File: src/rtl/id_ex_skid.sv
// id_ex_skid: ID/EX pipeline register with a valid/ready handshake,
// a two-entry skid buffer and a synchronous flush.
//
// The main entry M drives ex_*. The skid entry S catches the one beat
// that ID may hand over in the cycle EX stalls. Because id_ready is taken
// from a flop, no combinational path runs from ex_ready back to ID.
//
// Ports
//   clk        rising-edge clock
//   rst        asynchronous reset, active low
//   flush      synchronous squash of the held beats and the incoming beat
//   id_valid   ID presents an instruction
//   id_ready   the buffer can accept (registered: !S.valid)
//   id_*       decoded payload: aluop, alusel, reg1, reg2, wd, wreg
//   ex_valid   EX-side instruction present (M.valid)
//   ex_ready   EX consumes the presented instruction
//   ex_*       presented payload; all zero while M is empty
module id_ex_skid #(
  parameter int ALUOP_W   = 8,
  parameter int ALUSEL_W  = 3,
  parameter int DATA_W    = 32,
  parameter int REGADDR_W = 5
) (
  input  logic                 clk,
  input  logic                 rst,
  input  logic                 flush,
  input  logic                 id_valid,
  output logic                 id_ready,
  input  logic [ALUOP_W-1:0]   id_aluop,
  input  logic [ALUSEL_W-1:0]  id_alusel,
  input  logic [DATA_W-1:0]    id_reg1,
  input  logic [DATA_W-1:0]    id_reg2,
  input  logic [REGADDR_W-1:0] id_wd,
  input  logic                 id_wreg,
  output logic                 ex_valid,
  input  logic                 ex_ready,
  output logic [ALUOP_W-1:0]   ex_aluop,
  output logic [ALUSEL_W-1:0]  ex_alusel,
  output logic [DATA_W-1:0]    ex_reg1,
  output logic [DATA_W-1:0]    ex_reg2,
  output logic [REGADDR_W-1:0] ex_wd,
  output logic                 ex_wreg
);

  typedef struct packed {
    logic [ALUOP_W-1:0]   aluop;
    logic [ALUSEL_W-1:0]  alusel;
    logic [DATA_W-1:0]    reg1;
    logic [DATA_W-1:0]    reg2;
    logic [REGADDR_W-1:0] wd;
    logic                 wreg;
  } payload_t;

  logic     m_vld_q, m_vld_d;
  logic     s_vld_q, s_vld_d;
  payload_t m_q, m_d;
  payload_t s_q, s_d;
  payload_t in_pl;
  logic     acc, con;

  assign in_pl = '{aluop: id_aluop, alusel: id_alusel, reg1: id_reg1,
                   reg2: id_reg2, wd: id_wd, wreg: id_wreg};

  assign acc = id_valid & ~s_vld_q;
  assign con = m_vld_q & ex_ready;

  // An empty entry always carries an all-zero payload, so ex_* read
  // straight from M show NOP values with no output gating.
  always_comb begin
    m_vld_d = m_vld_q;
    s_vld_d = s_vld_q;
    m_d     = m_q;
    s_d     = s_q;
    if (flush) begin
      // A consume in this cycle has already been seen by EX; a beat
      // accepted in this cycle is dropped.
      m_vld_d = 1'b0;
      s_vld_d = 1'b0;
      m_d     = '0;
      s_d     = '0;
    end else if (!m_vld_q) begin
      // S is never full while M is empty.
      if (acc) begin
        m_vld_d = 1'b1;
        m_d     = in_pl;
      end
    end else if (con) begin
      if (s_vld_q) begin
        m_d     = s_q;
        s_vld_d = 1'b0;
        s_d     = '0;
      end else if (acc) begin
        m_d     = in_pl;
      end else begin
        m_vld_d = 1'b0;
        m_d     = '0;
      end
    end else if (acc) begin
      // EX is stalled: park the beat in S. id_ready drops next cycle.
      s_vld_d = 1'b1;
      s_d     = in_pl;
    end
  end

  always_ff @(posedge clk or negedge rst) begin
    if (!rst) begin
      m_vld_q <= 1'b0;
      s_vld_q <= 1'b0;
      m_q     <= '0;
      s_q     <= '0;
    end else begin
      m_vld_q <= m_vld_d;
      s_vld_q <= s_vld_d;
      m_q     <= m_d;
      s_q     <= s_d;
    end
  end

  assign id_ready  = ~s_vld_q;
  assign ex_valid  = m_vld_q;
  assign ex_aluop  = m_q.aluop;
  assign ex_alusel = m_q.alusel;
  assign ex_reg1   = m_q.reg1;
  assign ex_reg2   = m_q.reg2;
  assign ex_wd     = m_q.wd;
  assign ex_wreg   = m_q.wreg;

endmodule

File: config.mk
export PLATFORM = sky130hd
export DESIGN_NAME = id_ex_skid
export DESIGN_NICKNAME = d
export VERILOG_FILES = /design/src/rtl/id_ex_skid.sv
export SDC_FILE = /design/constraint.sdc
export NUM_CORES = 1
export LEC_CHECK = 0
export ABC_AREA = 1
export CORE_MARGIN = 5
export CORE_UTILIZATION = 35
export CTS_BUF_LIST = sky130_fd_sc_hd__clkbuf_4 sky130_fd_sc_hd__clkbuf_8
export CTS_CLUSTER_DIAMETER = 80
export DETAILED_ROUTE_END_ITERATION = 10
export PLACE_DENSITY = 0.61
export SYNTH_ARGS = -nofsm -noshare
export SYNTH_HDL_FRONTEND = slang
export SYNTH_SLANG_ARGS = --single-unit
File: constraint.sdc
create_clock -name clk -period 1.1 [get_ports clk]
set_clock_uncertainty 0.05 [all_clocks]
set_input_delay 0.22 -clock clk [delete_from_list [all_inputs] [get_ports clk]]
set_output_delay 0.22 -clock clk [all_outputs]
set_load 0.005 [all_outputs]
; Word level (Yosys, flattened, before mapping)
; Cells that the tools add are included.
; W data, S select, Z words.
[totals]
reg_bits = 164
[op_classes]
n_eq_ne = 2
muxes = 19
bitwise_logic = 3
n_reduce_logical = 6
[ops]
columns = op, n
row1 = $mux W81, 10
row2 = $mux W1, 9
row3 = $reduce_bool A3 Y1, 2
row4 = $reduce_and A2 Y1, 2
row5 = $ne A3 B2 Y1 const B, 1
row6 = $ne A3 B3 Y1 const B, 1
row7 = $reduce_and A3 Y1, 1
row8 = $and A1 B1 Y1, 2
row9 = $reduce_bool A2 Y1, 1
row10 = $not A1 Y1, 1

; Longest topological paths before layout
[depth]
depth_word = 7
depth_mapped = 8
mapped_depth_nobuf = 7

; Worst setup path after synthesis
; No wires, ideal clock.
[synth_timing]
path_type = register -> register
startpoint = register s_vld_q
endpoint = register m_q (netlist bit ex_aluop[7])
setup_time_ps = 65
arrival_ps = 1113
slack_ps = -128
path_stages_with_launch = 9
path_buffers = 1
path_cell_list = dfrtp_1 -> inv_1 -> nand2_2 -> nand2_1 -> buf_2 -> nand2_1 -> nand2_1 -> nand2_1 -> nand2_1
[synth_between]
elab_chain_len = 7
[synth_rtl]
columns = item, line
row1 = "start, declared", 55  ; logic s_vld_q, s_vld_d;
row2 = "start signal, assigned", 113  ; s_vld_q <= s_vld_d;
row3 = $not A1 Y1 *, -
row4 = named net id_ready, 28  ; output logic id_ready,
row5 = $and A1 B1 Y1 *, 64  ; assign acc = id_valid & ~s_vld_q;
row6 = $mux W81, 92  ; end else if (acc) begin
row7 = $mux W81, 88  ; if (s_vld_q) begin
row8 = $mux W81, 87  ; end else if (con) begin
row9 = $mux W81, 81  ; end else if (!m_vld_q) begin
row10 = $mux W81, 74  ; if (flush) begin
row11 = "end signal, assigned", 114  ; m_q <= m_d;
row12 = "end, declared", 56  ; payload_t m_q, m_d;
; Mark *: on every way through the listed nets, which the timed path passes. The rest lies on a longest branch. The select of a mux whose other input is x is not followed.
; A chain may end at the register's enable or synchronous reset.

; Final worst setup path
[layout_timing]
startpoint = register s_vld_q
endpoint = register m_q (netlist bit ex_reg1[27])
[layout_between]
elab_chain_len = 7
[layout_rtl]
columns = item, line
row1 = $not A1 Y1, 64
row2 = $and A1 B1 Y1, 64
row3 = $mux W81, 92
row4 = $mux W81, 88
row5 = $mux W81, 87
row6 = $mux W81, 81
row7 = $mux W81, 74
; Parallel ways exist; a longest one is shown, timed or not. The select of a mux whose other input is x is not followed.

==> results.yml <==
outcome:
  status: "finished, violations left"
  violations: "setup timing"
place:
  post-place-ws_ns: -0.616
  dp.final_hpwl_mm: 12.9
  port_buffers: 168
  place_congestion: 0.755
  place_area_mm2: 0.00954
cts:
  insertion_delay_ns: 0.45
  clockRootBuffer: "clkbuf_8"
  cts_tree: "yes"
  clk_path_buf_depth: 2
  cts_num_sinks: 164
  cts_inserted_buffers: 17
  htree_levels: 4
  clk_pin_slew_ns: 0.09
timing:
  clock.fmax_ghz: 0.680
  grt_setup_unrepaired: "yes"
  relSlewSlack_pct: 80.0
  drv_slew: 0
  worstMarginPinSlew_ns: 0.300
  hold_violations: 0
  min_period_ns: 1.47
  setup_ws_ns: -0.372
  hold_slack_ns: 0.145
  setup_violations: 245
  finalCritPeriodShare_pct: 134
yosys:
  seq_area_frac_synth_pct: 56.9
  yosysTopAreaCellShare_pct: 56.9
  ys_warn_count: 0
  ys_seq_elements: 164
  postSynthCellCount: 967
  avgSynthCellArea_um2: 7.45
  synth_area_mm2: 0.00721
  syn-num-nets: 1053
  yosysTopAreaCell: "dfrtp_1"
  synth_area_leaders: "dfrtp_1 (57%), nand2_1 (38%), buf_2 (2.8%)"
  synth.distinct_cells: 14
job:
  drv_cap: 0
die:
  core_mm2: 0.0202
  start_util_pct: 35.6
  die_height_um: 153
  die_w_um: 153
  die_area_mm2: 0.0236
  pin_count: 169
  rows: 52
setup_path:
  critPathCaptureType: "flip-flop"
  critical_path_class: "flip-flop to flip-flop"
  r2r_start: "s_vld_q$_DFFE_PN0P_"
  crit_start: "s_vld_q$_DFFE_PN0P_"
  cp-start-kind: "flip-flop"
  r2r_setup_slack_ns: -0.37
  cp_max_fo: 7
  cp.required_ns: 1.44
  critical_path_arrival_ns: 1.81
pwr:
  power.density_mw_per_mm2: 1330
  power_uw: 14200
  p_leak_uw: 0.00616
  ir_worst_vdd_mv: 0.719
cells_and_area:
  num-fill-cells: 1951
  multi_input_area_mm2: 0.00308
  seq_area_mm2: 0.00411
  stdcell_area_mm2: 0.0107
  drive_above_1_share_pct: 22.8
  final_nets: 1306
  utilization_pct: 52.7
  area_growth_pct: 47.9
hold_path:
  hold_path.class: "input pin to asynchronous set/reset pin"
grt:
  antenna_found_initial: 4
  grt_max_degree: 47
  grt_usage_pct: 18.7
  grt_pass1_wl_mm: 35.7
  grt_pass1_vias: 6714
  grt_overflow: 0
drt:
  routedWlPerCell_um: 15.6
  ant_nets: 0
  avgViaCountPerCell: 4.50
  dr.pass1.iters: 5
  drt-initial-drc-count: 359
  drc_errors: 0
  drt_wl_total_mm: 23.5
  vias: 6773
-- sequential cells by signal (all words and copies together), names as in the netlist --
register   count
s_q           81
ex_reg1       32
ex_reg2       32
ex_aluop       8
ex_wd          5
ex_alusel      3
ex_valid       1
ex_wreg        1
s_vld_q        1
-- power breakdown --
group	internal [uW]	switching, uW	total [uW]	leakage, uW
Sequential	6400	217	6610	0.00221
Clock	2380	2450	4830	0.000218
Combinational	1360	1360	2720	0.00373
Total	10100	4030	14200	0.00616
-- Yosys cell counts --
library cell	count
a31oi_1	1
buf_2	41
buf_4	5
clkbuf_1	2
dfrtp_1	164
inv_1	5
inv_2	2
nand2_1	738
nand2_2	1
nand3_1	3
nand3_2	1
nor2_1	2
nor2_2	1
o21ai_0	1
-- timing repair --
action | CTS | global route
pin swaps | 2 | 8
endpoints found under the setup margin | 245 | 247
hold buffers | 1 | 0
cloned | 5 | 12
resized for setup | 366 | 38
hold endpoints to repair | 164 | 0
buffers inserted | 31 | 27
-- critical path: stages (launching register included) --
cell and delay (ns):
dfrtp_1 0.40, inv_2 0.07, buf_6 0.11, nand2_8 0.07, buf_6 0.15, nand2_4 0.15
clkbuf_16 0.18, nand2_1 0.06, nand2_1 0.07, nand2_1 0.05, nand2_1 0.05
-- path summary, 6_finish.rpt --
check	endpoint	depth (start not counted)
hold / removal	ex_reg1[28]$_DFFE_PN0P_	2
min in group clk	s_q[70]$_DFFE_PN0P_	3
setup reg to reg	ex_reg1[27]$_DFFE_PN0P_	10
max in group asynchronous	ex_aluop[1]$_DFFE_PN0P_	3
setup / recovery	ex_reg1[27]$_DFFE_PN0P_	10
hold reg to reg	s_q[79]$_DFFE_PN0P_	2
-- cells by family (layout without fill, tap and decap cells) --
family | after synthesis | after routing | share of synthesized area (%)
AO/OA/AOI/OAI | 2 | 2 | 0.156
buffers and inverters | 55 | 320 | 3.84
flip-flops | 164 | 164 | 56.9
other | 0 | 1 | 0
AND/OR/NAND/NOR | 746 | 747 | 39.1
-- layer usage --
metal / routed length [um] / vias up / GRT usage, %
li1: - / 3405 / -
met1: 10700 / 3175 / 25.0
met2: 11200 / 166 / 30.5
met3: 1310 / 21 / 4.97
met4: 253 / 6 / 4.88
met5: 46 / - / 0
-- final cells by class --
class / count / share of cell area, %
clock inverters: 14 / 1.76
flip-flops and latches: 164 / 38.5
repair buffers: 281 / 25.1
well taps: 270 / 3.17
diodes: 1 / 0.0235
multi-input cells: 749 / 28.9
clock buffers: 18 / 2.32
inverters: 7 / 0.270
-- through the flow --
step / TNS [ns] / instances
4_1_cts: -62.13 / 1465
5_1_grt: -83.35 / 1503
6_report: -64.38 / 1504
3_5_place_dp: -91.78 / 1396
3_3_place_gp: -88.91 / 1396
2_1_floorplan: -16.33 / 967
-- layout by cell type, fill, tap and decap left out, drive strengths merged, types with 3 or more instances in the layout --
master / netlist / final
clkbuf: 2 / 27
bufinv: 0 / 3
clkinv: 0 / 3
dfrtp: 164 / 164
inv: 7 / 14
nor2: 3 / 3
nand2: 739 / 740
buf: 46 / 187
clkdlybuf4s50: 0 / 84
nand3: 4 / 4
Note: power is estimated with default switching activity, not from simulation.
